===== src/rtl/imem_program_loader_pkg.sv =====
// imem_program_loader_pkg
//   Shared constants for the instruction-memory program loader: FSM state
//   encoding and the instruction-memory word capacity (MAX_WORDS), which the
//   instruction memory and top level also use.
package imem_program_loader_pkg;

  localparam int MEM_BYTES_DEF = 512;
  localparam int MAX_WORDS     = MEM_BYTES_DEF / 4;

  // Plain vector constants keep the encoding usable by older tooling.
  localparam logic [2:0] ST_IDLE    = 3'd0;
  localparam logic [2:0] ST_COLLECT = 3'd1;
  localparam logic [2:0] ST_WRITE   = 3'd2;
  localparam logic [2:0] ST_FINISH  = 3'd3;
  localparam logic [2:0] ST_CHECK   = 3'd4;

endpackage


===== src/rtl/imem_program_loader_byte_word_packer.sv =====
// imem_program_loader_byte_word_packer
//   8->32 big-endian shift register with a 2-bit byte counter.
//   clk/reset  : clock, synchronous active-high reset
//   clr        : clear counter and word (new load)
//   shift_en   : a byte transfers this cycle
//   byte_in    : incoming byte, MSB of the word first
//   word_next  : word including the byte currently presented
//   word_ready : this transfer completes a word (4th byte)
module imem_program_loader_byte_word_packer (
  input  logic        clk,
  input  logic        reset,
  input  logic        clr,
  input  logic        shift_en,
  input  logic [7:0]  byte_in,
  output logic [31:0] word_next,
  output logic        word_ready
);

  logic [31:0] word_q, word_d;
  logic [1:0]  cnt_q, cnt_d;

  // Exposing the post-shift word lets the parent capture the complete word
  // on the same edge that accepts the final byte.
  assign word_next  = {word_q[23:0], byte_in};
  assign word_ready = shift_en && (cnt_q == 2'd3);

  always_comb begin
    word_d = word_q;
    cnt_d  = cnt_q;
    if (clr) begin
      word_d = '0;
      cnt_d  = '0;
    end else if (shift_en) begin
      word_d = word_next;
      cnt_d  = cnt_q + 2'd1;
    end
  end

  always_ff @(posedge clk) begin
    if (reset) begin
      word_q <= '0;
      cnt_q  <= '0;
    end else begin
      word_q <= word_d;
      cnt_q  <= cnt_d;
    end
  end

endmodule


===== src/rtl/imem_program_loader.sv =====
// imem_program_loader
//   Assembles a big-endian byte stream into 32-bit instruction words and
//   writes them to instruction memory at byte addresses 0,4,8,...; holds the
//   CPU pipeline while loading.
//   Inputs : clk, reset (sync, active high), start, num_words, in_valid, in_data
//   Outputs: in_ready, mem_we, mem_addr, mem_wdata, busy, hold_cpu, done, err
//   Optional: IMEM_LOADER_CHECKSUM_EN adds a CHECK state that accepts one
//   trailing byte and compares it with the XOR of all payload bytes.
module imem_program_loader
  import imem_program_loader_pkg::*;
#(
  parameter int ADDR_WIDTH = 9,
  parameter int MEM_BYTES  = MEM_BYTES_DEF,
  parameter int CNT_WIDTH  = 8
) (
  input  logic                  clk,
  input  logic                  reset,
  input  logic                  start,
  input  logic [CNT_WIDTH-1:0]  num_words,
  input  logic                  in_valid,
  input  logic [7:0]            in_data,
  output logic                  in_ready,
  output logic                  mem_we,
  output logic [ADDR_WIDTH-1:0] mem_addr,
  output logic [31:0]           mem_wdata,
  output logic                  busy,
  output logic                  hold_cpu,
  output logic                  done,
  output logic                  err
);

  localparam logic [CNT_WIDTH-1:0] MAX_W = CNT_WIDTH'(MEM_BYTES / 4);

`ifdef IMEM_LOADER_CHECKSUM_EN
  localparam bit         CSUM_EN = 1'b1;
  localparam logic [2:0] ST_LAST = ST_CHECK;   // state after the final word
`else
  localparam bit         CSUM_EN = 1'b0;
  localparam logic [2:0] ST_LAST = ST_FINISH;
`endif

  logic [2:0]            state_q, state_d;
  logic [CNT_WIDTH-1:0]  num_q, num_d;
  logic [CNT_WIDTH-1:0]  word_cnt_q, word_cnt_d;
  logic [ADDR_WIDTH-1:0] addr_q, addr_d;
  logic [31:0]           wdata_q, wdata_d;
  logic                  err_q, err_d;
`ifdef IMEM_LOADER_CHECKSUM_EN
  logic [7:0]            csum_q, csum_d;
`endif

  logic        pk_clr, pk_shift, pk_ready;
  logic [31:0] pk_word;

  // Only COLLECT feeds the packer; the checksum byte in CHECK bypasses it.
  assign pk_shift = (state_q == ST_COLLECT) && in_valid;

  imem_program_loader_byte_word_packer u_packer (
    .clk        (clk),
    .reset      (reset),
    .clr        (pk_clr),
    .shift_en   (pk_shift),
    .byte_in    (in_data),
    .word_next  (pk_word),
    .word_ready (pk_ready)
  );

  always_comb begin
    state_d    = state_q;
    num_d      = num_q;
    word_cnt_d = word_cnt_q;
    addr_d     = addr_q;
    wdata_d    = wdata_q;
    err_d      = err_q;
    pk_clr     = 1'b0;
`ifdef IMEM_LOADER_CHECKSUM_EN
    csum_d     = csum_q;
`endif
    case (state_q)
      ST_IDLE: begin
        if (start) begin
          if (num_words > MAX_W) begin
            err_d = 1'b1;
          end else begin
            err_d      = 1'b0;
            num_d      = num_words;
            word_cnt_d = '0;
            pk_clr     = 1'b1;
`ifdef IMEM_LOADER_CHECKSUM_EN
            csum_d     = '0;
`endif
            state_d    = (num_words == '0) ? ST_LAST : ST_COLLECT;
          end
        end
      end
      ST_COLLECT: begin
`ifdef IMEM_LOADER_CHECKSUM_EN
        if (pk_shift) csum_d = csum_q ^ in_data;
`endif
        if (pk_ready) begin
          // word_cnt < MAX_WORDS here, so the shifted address never wraps.
          addr_d  = {word_cnt_q[ADDR_WIDTH-3:0], 2'b00};
          wdata_d = pk_word;
          state_d = ST_WRITE;
        end
      end
      ST_WRITE: begin
        word_cnt_d = word_cnt_q + 1'b1;
        state_d    = (word_cnt_d == num_q) ? ST_LAST : ST_COLLECT;
      end
      ST_FINISH: state_d = ST_IDLE;
`ifdef IMEM_LOADER_CHECKSUM_EN
      ST_CHECK: begin
        if (in_valid) begin
          if (in_data == csum_q) begin
            state_d = ST_FINISH;
          end else begin
            err_d   = 1'b1;
            state_d = ST_IDLE;
          end
        end
      end
`endif
      default: state_d = ST_IDLE;
    endcase
  end

  always_ff @(posedge clk) begin
    if (reset) begin
      state_q    <= ST_IDLE;
      num_q      <= '0;
      word_cnt_q <= '0;
      addr_q     <= '0;
      wdata_q    <= '0;
      err_q      <= 1'b0;
`ifdef IMEM_LOADER_CHECKSUM_EN
      csum_q     <= '0;
`endif
    end else begin
      state_q    <= state_d;
      num_q      <= num_d;
      word_cnt_q <= word_cnt_d;
      addr_q     <= addr_d;
      wdata_q    <= wdata_d;
      err_q      <= err_d;
`ifdef IMEM_LOADER_CHECKSUM_EN
      csum_q     <= csum_d;
`endif
    end
  end

  // Handshake and status are straight decodes of the state register.
  assign in_ready  = (state_q == ST_COLLECT) || (CSUM_EN && state_q == ST_CHECK);
  assign mem_we    = (state_q == ST_WRITE);
  assign busy      = (state_q == ST_COLLECT) || (state_q == ST_WRITE) ||
                     (CSUM_EN && state_q == ST_CHECK);
  assign hold_cpu  = busy;
  assign done      = (state_q == ST_FINISH);
  assign err       = err_q;
  assign mem_addr  = addr_q;
  assign mem_wdata = wdata_q;

endmodule


===== config.mk =====
export PLATFORM = sky130hd
export DESIGN_NAME = imem_program_loader
export DESIGN_NICKNAME = d
export VERILOG_FILES = /design/src/rtl/imem_program_loader_pkg.sv /design/src/rtl/imem_program_loader_byte_word_packer.sv /design/src/rtl/imem_program_loader.sv
export SDC_FILE = /design/constraint.sdc
export NUM_CORES = 1
export LEC_CHECK = 0
export BUFFER_PORTS_ARGS = -buffer_cell sky130_fd_sc_hd__buf_2
export CORE_ASPECT_RATIO = 1.2
export CORE_MARGIN = 1
export CORE_UTILIZATION = 40
export CTS_CLUSTER_DIAMETER = 60
export CTS_CLUSTER_SIZE = 10
export DETAILED_ROUTE_END_ITERATION = 7
export GPL_TIMING_DRIVEN = 0
export RECOVER_POWER = 50
export SYNTH_ARGS = -nofsm -noshare
export SYNTH_HDL_FRONTEND = slang
export SYNTH_HIERARCHICAL = 1
export SYNTH_SLANG_ARGS = --single-unit

===== constraint.sdc =====
create_clock -name clk -period 4.15 [get_ports clk]
set_clock_uncertainty 0.2 [all_clocks]
set_input_delay 0 -clock clk [delete_from_list [all_inputs] [get_ports clk]]
set_output_delay 0 -clock clk [all_outputs]
set_load 0.01 [all_outputs]

==> out/qor.txt, run 1 <==
Final Max Slew Viols -> 0
Worst-path clk slew -> 0.10 ns
crit path from -> num_words[3]
GRT Overall Usage -> 18.80%
Final Cycle Share -> 74.48%
num rows -> 37
Combinational Power Share -> 22.1%
worst endpoint required time -> 4.19 ns
H-tree depth -> 3
max frequency -> 323.5 MHz
commonest non-fill, non-tap cell in the layout -> nand2_1
final total power -> 1.834 mW
crit-path cells -> dlygate4sd3_1, clkbuf_1, nor4_1, a21boi_0, nor2_1, or2_0, clkbuf_1, buf_8, nor2_1
number of synthesized register bits -> 84
Syn. warnings -> 6
maximum VDD drop -> 244.1 uV
Fin Setup TNS -> 0 ns
synthesized instance count -> 412
n_diodes -> 0
clk sink count -> 84
PwrDens -> 418.5 nW/um2
routed len/inst -> 13.55 um
Place WS -> 1.252 ns
routability cong. -> 0.8327
synth top area cells -> dfxtp_1, mux2i_1, nand2_1
HPWL after DPL -> 5.989 mm
sequential fraction of design power -> 47.2%
Reg-to-Reg End -> mem_wdata[23]
FF-to-FF setup slack -> 1.28 ns
sequential share of the synthesized area -> 46.60%
Post-synth EDFFs -> 0
first-pass GRT wire length -> 13.64 mm
internal power -> 1.254 mW
Starting Density -> 41.68%
post-synth top area share -> 46.60%
Layout Utilization -> 50.63%
IO Port Bufs -> 64
Post-synth ARST share -> 0%
Sw Share -> 31.62%
Total Wirelength -> 8.522 mm
worst setup margin -> 1.059 ns
fin area -> 4383 um2
ratio of cells with drive above 1 in the final layout -> 12.11%
Worst Max-Slew Pin Slew -> 0.8367 ns
Critical Path End -> u_packer/word_q[18]
CTS tree -> done
Synth Area per Inst -> 8.758 um2
Root Buffer -> clkbuf_8
IO Pins -> 67
vias in the first global route -> 2873
Overflow after GRT -> 0
vias -> 3034
R2R cell count -> 11
Fillers -> 874
Lkg Pwr -> 1.546 nW
Worst-Skew Late Latency -> 0.35 ns
CP Capture Type -> flop
crit path max fanout -> 10
DP Area -> 4079 um2
clock power share -> 30.7%
antenna violations before repair -> 0
Post-Syn Area -> 3608 um2
min cycle time layout -> 3.091 ns
slowest CP cell -> nor2_1
Hold WC Path Type -> in2reg
outcome -> finished clean
Final #Nets -> 533
max cap viols -> 0
Horiz. Die Dim -> 88.71 um
cell taking the most area after synthesis -> dfxtp_1
Synth Flop Type -> dfxtp_1
pin count of the biggest net entering global routing -> 17
Longest Clk Path Bufs -> 2
most frequent cells in the layout -> nand2_1, dfxtp_1, clkbuf_1
initial drt markers -> 122
CTS buffer count -> 9
relative slew slack -> 43.63%
Critical Path AT -> 3.13 ns
Routed Antenna Nets -> 0
Setup CP Type -> in2reg
RSZ-0062 raised after global routing -> no
CP peak stage delay -> 0.69 ns
final setup fails -> 0
Area Growth Syn to Fin -> 21.46%
Hold Vio Cnt, Final -> 0
die area -> 9407 um2
Setup crit start kind -> input pin
Via-to-Cell Ratio -> 4.824
TritonRoute pass-1 iters -> 4
post-CTS sizing -> 0
Distinct cells, synth -> 47
die height -> 106.0 um
core area -> 8657 um2
Reg2Reg Launch Point -> state_q[1]
hold_sp -> in_valid
DRC viols -> 0
Switch Pwr -> 0.5799 mW
[state kept, by name (all words and copies together), names as in the netlist]
name / flops
mem_addr: 7
mem_wdata: 32
u_packer/cnt_q: 2
state_q: 2
num_q: 8
word_cnt_q: 8
err: 1
u_packer/word_q: 24
[worst min path at each step]
stage,cells after the start,end,slack [ns]
3_5_place_dp,3,num_q[2],0.06
2_1_floorplan,2,num_q[2],-0.06
5_1_grt,5,u_packer/word_q[15],0.02
3_3_place_gp,3,num_q[0],0.05
6_report,5,u_packer/word_q[15],0.005
4_1_cts,5,u_packer/word_q[15],0.008
[timing repair]
action / CTS / global route
buffers inserted: 0 / 0
endpoints found under the hold margin: 32 / 0
hold buffers: 19 / 0
[cell families after synthesis]
group	count (synthesis)	synth area share, %
xor+xnor	9	2.184
compound gates	73	12.45
mux	33	9.154
simple gates	163	19.56
flops	84	46.60
other cells	1	0.1039
buf+inv	43	7.871
fa+ha+maj	6	2.080
[per-stage QoR]
stage	hold WS, ns	instances
2_1_floorplan	-0.06047	413
3_3_place_gp	0.05401	594
3_5_place_dp	0.06028	594
4_1_cts	0.008121	629
5_1_grt	0.02383	629
6_report	0.004584	629
[critical path, delay by kind of cell]
family | cells | cell delay (ns)
AO/OA/AOI/OAI | 1 | 0.28
AND/OR/NAND/NOR | 4 | 1.56
buffers and inverters | 4 | 1.29
[layer usage]
layer	part of all wire [%]	wire [um]	global-route usage, %
met1	45	3797	22.76
met2	51	4347	32.97
met3	3.3	283	3.339
met4	1.1	93	6.221
met5	0	0	0
[synth_stat cells (6+ instances only)]
library cell	number
clkbuf_1	11
nor2_1	42
mux2i_1	33
nand2_1	88
dfxtp_1	84
ha_1	6
a21oi_1	44
a31oi_1	8
a311oi_1	6
buf_6	6
buf_4	14
[final cells by class]
| cell class | count | area, um2 | share of cell area (%) |
|---|---|---|---|
| well taps | 117 | 146.4 | 3.340 |
| repair buffers | 83 | 452.9 | 10.33 |
| flip-flops and latches | 84 | 1682 | 38.37 |
| clock inverters | 6 | 53.80 | 1.228 |
| inverters | 4 | 15.01 | 0.3426 |
| multi-input cells | 286 | 1638 | 37.37 |
| clock buffers | 10 | 137.6 | 3.140 |
| plain buffers | 39 | 257.7 | 5.881 |
[power by group through the flow]
stage / clock network, mW / logic, mW / registers [mW]
floorplan: 0 / 0.297 / 0.877
global route: 0.621 / 0.449 / 0.871
finish: 0.563 / 0.406 / 0.865
global placement: 0 / 0.397 / 0.882
CTS: 0.575 / 0.420 / 0.865
detailed placement: 0 / 0.403 / 0.883
No activity file was read; power rests on OpenSTA's default activity.
==> run 2, diff against run 1 <==
Settings changed: ABC_AREA set to 1.
Clock period 4.15 ns to 2.5 ns, I/O delays scaled along.
==> run 2 against run 1 <==
Net effect: combinational power grew 110%; routed wire length grew 8.9%; die area grew 2.3%; final area grew 4.3%; non-clock buffer count is the same; global-route usage grew 1.8 points; clock power grew 83%; highest routed layer unchanged; largest power group unchanged.
==> out/qor.txt, run 2 <==
outcome -> finished clean
worst endpoint required time -> 2.61 ns (-1.58 ns)
Root Buffer -> clkbuf_8
Hold WC Path Type -> reg2reg
synthesized instance count -> 520 (+26%)
Final #Nets -> 645 (+21%)
sequential share of the synthesized area -> 45.51% (-1.1 points)
crit path max fanout -> 10 (unchanged)
CTS buffer count -> 9 (unchanged)
critical path's top delay family -> buffers and inverters
Layout Utilization -> 50.89% (+0.26 points)
max reg flops -> 32 (unchanged)
H-tree depth -> 3 (unchanged)
routed len/inst -> 12.49 um (-7.8%)
final setup fails -> 0 (unchanged)
Synth Area per Inst -> 7.105 um2 (-19%)
# placed instances -> 705 (+19%)
commonest non-fill, non-tap cell in the layout -> nand2_1
most frequent cells in the layout -> nand2_1, dfxtp_1, nor2_1
Total Wirelength -> 9.281 mm (+8.9%)
Routed Antenna Nets -> 0 (unchanged)
max frequency -> 424.8 MHz
first-pass GRT wire length -> 15.39 mm (+13%)
number of synthesized register bits -> 84 (unchanged)
routability cong. -> 0.8395 (+0.82%)
final total power -> 3.437 mW (+87%)
Worst-Skew Late Latency -> 0.36 ns (about the same)
maximum VDD drop -> 373.1 uV (+53%)
antenna violations before repair -> 0 (unchanged)
Synth Flop Type -> dfxtp_1
die height -> 107.3 um (+1.2%)
CP Capture Type -> flop
clk sink count -> 84 (unchanged)
pin count of the biggest net entering global routing -> 14 (-3)
cell taking the most area after synthesis -> dfxtp_1
PwrDens -> 751.6 nW/um2 (+80%)
Post-synth EDFFs -> 0 (unchanged)
Post-synth ARST share -> 0% (unchanged)
Final Max Slew Viols -> 0 (unchanged)
IO Pins -> 67 (unchanged)
slowest CP cell -> dlygate4sd3_1
Via-to-Cell Ratio -> 4.709 (-2.4%)
Horiz. Die Dim -> 89.74 um (+1.2%)
Hold Vio Cnt, Final -> 0 (unchanged)
Worst Max-Slew Pin Slew -> 0.5996 ns (-0.2371 ns)
DRC viols -> 0 (unchanged)
HPWL after DPL -> 6.559 mm (+9.5%)
n_diodes -> 0 (unchanged)
Syn. warnings -> 6 (unchanged)
Setup CP Type -> reg2reg
post-synth top area share -> 45.51% (-1.1 points)
Starting Density -> 41.12% (-0.57 points)
Distinct cells, synth -> 26 (-45%)
vias -> 3499 (+15%)
most common cell in the netlist -> nand2_1
Final Cycle Share -> 94.16%
Area Growth Syn to Fin -> 23.77%
vias in the first global route -> 3333 (+16%)
Overflow after GRT -> 0 (unchanged)
crit-path cells -> inv_1, ha_1, nand2_1, inv_1, nand2_2, clkbuf_4, nand2_1, a21oi_1, dlygate4sd3_1
FF-to-FF setup slack -> 0.15 ns (-1.13 ns)
CP peak stage delay -> 0.56 ns (-0.13 ns)
ratio of cells with drive above 1 in the final layout -> 13.00% (+0.89 points)
synth cell count leaders -> nand2_1, dfxtp_1, nor2_1, inv_1, a21oi_1
Fin Setup TNS -> 0 ns (unchanged)
Post-Syn Area -> 3695 um2 (+2.4%)
GRT Overall Usage -> 20.60% (+1.8 points)
TritonRoute pass-1 iters -> 4 (unchanged)
Longest Clk Path Bufs -> 2 (unchanged)
die area -> 9627 um2 (+2.3%)
CTS tree -> done
max cap viols -> 0 (unchanged)
min cycle time layout -> 2.354 ns
Critical Path AT -> 2.46 ns (-0.67 ns)
initial drt markers -> 134 (+9.8%)
num rows -> 38 (+2.7%)
Non-Filler Instances -> 743 (+18%)
relative slew slack -> 60.03% (+16 points)
core area -> 8986 um2 (+3.8%)
Lkg Pwr -> 1.812 nW (+17%)
Setup crit start kind -> flop
synth top area cells -> dfxtp_1, nand2_1, nor2_1
IO Port Bufs -> 64 (unchanged)
Worst Hold Slack -> 0.2660 ns (+0.2614 ns)
total buffers and inverters traversed by the critical path -> 4 (unchanged)
Worst-path clk slew -> 0.08 ns (-0.02 ns)
run 2: metrics by stage:
stage	cell area [um2]	setup slack (ns)
5_1_grt	4573	-0.003411
4_1_cts	4606	0.0009037
3_3_place_gp	4169	0.03434
2_1_floorplan	3699	0.4352
3_5_place_dp	4169	0.01955
6_report	4573	0.1460
run 2: cells by family after synthesis:
| family | synth area share (%) |
|---|---|
| AND/OR/NAND/NOR | 29.70 |
| buffers and inverters | 11.48 |
| flip-flops | 45.51 |
| AO/OA/AOI/OAI | 10.94 |
| adder cells (fa/ha/maj) | 2.032 |
| XOR/XNOR | 0.2371 |
| other | 0.1015 |
run 2: timing repair:
action	4_1_cts	5_1_grt
endpoints found under the hold margin	47	0
hold buffers	23	0
buffers inserted	0	0
resized for setup	1	13
endpoints found under the setup margin	1	40
run 2: area by class of cell:
| cell class | instances | area, um2 |
|---|---|---|
| timing repair buffer | 87 | 496.7 |
| tap | 120 | 150.1 |
| clock buffer | 10 | 127.6 |
| buffer | 35 | 239.0 |
| multi-input combinational | 349 | 1598 |
| inverter | 53 | 201.4 |
| sequential | 84 | 1683 |
| fill | 950 | 4413 |
| clock inverter | 5 | 77.57 |
run 2: final timing paths:
| check | from | depth (start not counted) | endpoint |
|---|---|---|---|
| max | state_q[1] | 9 | num_q[0] |
| min | u_packer/word_q[21] | 2 | mem_wdata[29] |
| max reg2reg | state_q[1] | 9 | num_q[0] |
| min reg2reg | u_packer/word_q[21] | 2 | mem_wdata[29] |
run 2: per-layer routing:
| metal | up-vias | global-route usage (%) | part of all wire, % |
|---|---|---|---|
| met5 | - | 0 | 0 |
| met4 | 0 | 11.71 | 3.4 |
| met3 | 27 | 4.944 | 3.9 |
| met2 | 79 | 35.22 | 49 |
| met1 | 1587 | 23.63 | 44 |
| li1 | 1806 | - | - |
run 2: power by group:
part	leakage [nW]	total, mW	internal, mW	switching, mW
clock	0.102	1.03	0.554	0.478
combinational	1.03	0.840	0.341	0.499
sequential	0.681	1.57	1.46	0.104
run 2: worst register-to-register path, delay by kind of cell (launching register included):
family	cells	cell delay (ns)
flops	1	0.39
buf+inv	4	0.96
compound gates	1	0.15
fa+ha+maj	1	0.26
simple gates	3	0.35
==> run 3, diff against run 2 <==
Settings changed: REMOVE_ABC_BUFFERS set to 1.
==> run 3 against run 2 <==
Net effect: sequential power is essentially flat; core utilization decreased by 2.6 points; final area shrank 5.1%; clock power decreased by 11%; die area stayed put; global-route usage is 3.8 points lower; worst hold slack lost 0.23 ns; combinational power shrank 12%; flip-flop and latch count unchanged; routed wire length shrank 11%; register-to-register slack improved by 0.05 ns; setup slack better by 0.047 ns; largest cell class unchanged; largest power group unchanged; highest routed layer unchanged.
==> out/qor.txt, run 3 (synthesized netlist as in run 2, its figures left out) <==
outcome -> finished clean
Area Growth Syn to Fin -> 17.44%
initial drt markers -> 118 (-12%)
Longest Clk Path Bufs -> 2 (unchanged)
Lkg Pwr -> 1.644 nW (-9.3%)
GR Layer Usage met2 -> 30.55% (-4.7 points)
Setup crit start kind -> flop
die area -> 9627 um2 (unchanged)
crit path max fanout -> 15 (+5)
Combinational Power Share -> 23.0% (-1.4 points)
routability cong. -> 0.7955 (-5.2%)
Total Wirelength -> 8.251 mm (-11%)
CTS tree -> done
first-pass GRT wire length -> 12.97 mm (-16%)
worst endpoint required time -> 2.49 ns (-0.12 ns)
PwrDens -> 741.8 nW/um2 (-1.3%)
vias in the first global route -> 2853 (-14%)
Sw Share -> 34.43% (+3.0 points)
Hold Vio Cnt, Final -> 0 (unchanged)
Root Buffer -> clkbuf_8
max reg flops -> 32 (unchanged)
relative slew slack -> 17.19% (-43 points)
min cycle time layout -> 2.307 ns (-0.04690 ns)
pin count of the biggest net entering global routing -> 60 (+46)
n_diodes -> 0 (unchanged)
DRC viols -> 0 (unchanged)
RSZ-0062 raised after global routing -> no
maximum VDD drop -> 332.3 uV (-11%)
Overflow after GRT -> 0 (unchanged)
GR Util met1 -> 18.49% (-5.1 points)
core area -> 8986 um2 (unchanged)
met3 usage -> 4.944% (unchanged)
commonest non-fill, non-tap cell in the layout -> nand2_1
Routed Antenna Nets -> 0 (unchanged)
Fin Setup TNS -> 0 ns (unchanged)
CP peak stage delay -> 0.55 ns (about the same)
ratio of cells with drive above 1 in the final layout -> 9.727% (-3.3 points)
Starting Density -> 41.12% (unchanged)
IO Port Bufs -> 64 (unchanged)
Final #Nets -> 607 (-5.9%)
antenna violations before repair -> 0 (unchanged)
CTS buffer count -> 9 (unchanged)
Switch Pwr -> 1.108 mW (+2.5%)
routed len/inst -> 11.69 um (-6.4%)
Critical Path AT -> 2.30 ns (-0.16 ns)
Worst Max-Slew Pin Slew -> 1.242 ns (+0.6426 ns)
Hold WC Path Type -> in2reg
gr busiest metal -> met2
die height -> 107.3 um (unchanged)
Final Max Slew Viols -> 0 (unchanged)
H-tree depth -> 3 (unchanged)
critical path's top delay family -> compound AO/OA/AOI/OAI gates
Worst Hold Slack -> 0.03852 ns (-0.2275 ns)
GRT Overall Usage -> 16.79% (-3.8 points)
CP Capture Type -> flop
IO Pins -> 67 (unchanged)
crit-path cells -> inv_1, ha_1, inv_1, o21ai_2, o21ai_0, o21ai_0, nor2_1
internal power -> 2.111 mW (-10%)
max cap viols -> 0 (unchanged)
clock power share -> 28.6% (-1.4 points)
Final Cycle Share -> 92.28% (-1.9 points)
Via-to-Cell Ratio -> 4.642 (-1.4%)
sequential fraction of design power -> 48.4% (+2.9 points)
most frequent cells in the layout -> nand2_1, dfxtp_1, nor2_1
Setup CP Type -> reg2reg
Worst-Skew Late Latency -> 0.36 ns (about the same)
final setup fails -> 0 (unchanged)
slowest CP cell -> o21ai_2
total buffers and inverters traversed by the critical path -> 2 (-2)
TritonRoute pass-1 iters -> 6 (+2)
Horiz. Die Dim -> 89.74 um (unchanged)
vias -> 3277 (-6.3%)
num rows -> 38 (unchanged)
max frequency -> 433.4 MHz (+2.0%)
HPWL after DPL -> 4.845 mm (-26%)
# placed instances -> 670 (-5.0%)
clk sink count -> 84 (unchanged)
Worst-path clk slew -> 0.10 ns (+0.02 ns)
Non-Filler Instances -> 706 (-5.0%)
[run 3: changes by cell type in the layout (fill, tap and decap cells not counted), moves of 3 or more]
| cell | before | now |
|---|---|---|
| dlygate4sd3_1 | 23 | 18 |
| buf_4 | 16 | 0 |
| clkbuf_2 | 3 | 0 |
| clkbuf_1 | 50 | 43 |
| clkbuf_4 | 3 | 0 |
| buf_6 | 4 | 0 |
[run 3: final cells by class]
cell class | instances | area, um2
fill | 921 | 4647
clock inverter | 7 | 58.81
timing repair buffer | 82 | 446.7
tap | 120 | 150.1
clock buffer | 9 | 123.9
sequential | 84 | 1682
inverter | 53 | 237.7
multi-input combinational | 351 | 1640
[run 3: repair_timing]
| action | CTS | global route |
|---|---|---|
| cloned | 0 | 2 |
| buffers inserted | 0 | 0 |
| endpoints found under the setup margin | 39 | 65 |
| pin swaps | 0 | 2 |
| endpoints found under the hold margin | 28 | 0 |
| gates resized for setup | 12 | 6 |
| hold buffers | 18 | 0 |
[run 3: stage by stage]
stage	util, %	power (mW)	area, um2	setup WS (ns)
final	48.29	3.219	4339	0.1929
after global routing	48.29	3.432	4339	0.02045
after CTS	48.47	3.234	4355	0.08936
after detailed placement	43.89	2.266	3944	-1.428
after global placement	43.89	2.253	3944	-1.898
after floorplan	-	2.084	3473	-0.7164
[run 3: path summary, 6_finish.rpt]
kind	from	endpoint	slack [ns]	cells after the start
setup / recovery	state_q[0]	word_cnt_q[2]	0.19	7
hold / removal	in_valid	u_packer/word_q[13]	0.04	5
setup reg to reg	state_q[0]	word_cnt_q[2]	0.19	7
hold reg to reg	u_packer/word_q[20]	mem_wdata[28]	0.26	2
[run 3: routing by layer]
layer	share of wire [%]	vias to the layer above	wire length, um
met4	0.99	0	82
met5	0	-	0
met3	4.4	8	363
met2	48	79	3979
met1	46	1462	3826
li1	-	1728	-
[run 3: tightest hold or removal path, delay by kind of cell]
family / cells / cell delay (ns)
AND/OR/NAND/NOR: 3 / 0.27
buffers and inverters: 2 / 0.27
[run 3: power by group through the flow]
stage / logic [mW] / clock network (mW) / registers, mW
final: 0.741 / 0.920 / 1.56
after global routing: 0.843 / 1.01 / 1.58
after CTS: 0.733 / 0.948 / 1.55
after detailed placement: 0.685 / 0 / 1.58
after global placement: 0.674 / 0 / 1.58
after floorplan: 0.520 / 0 / 1.56
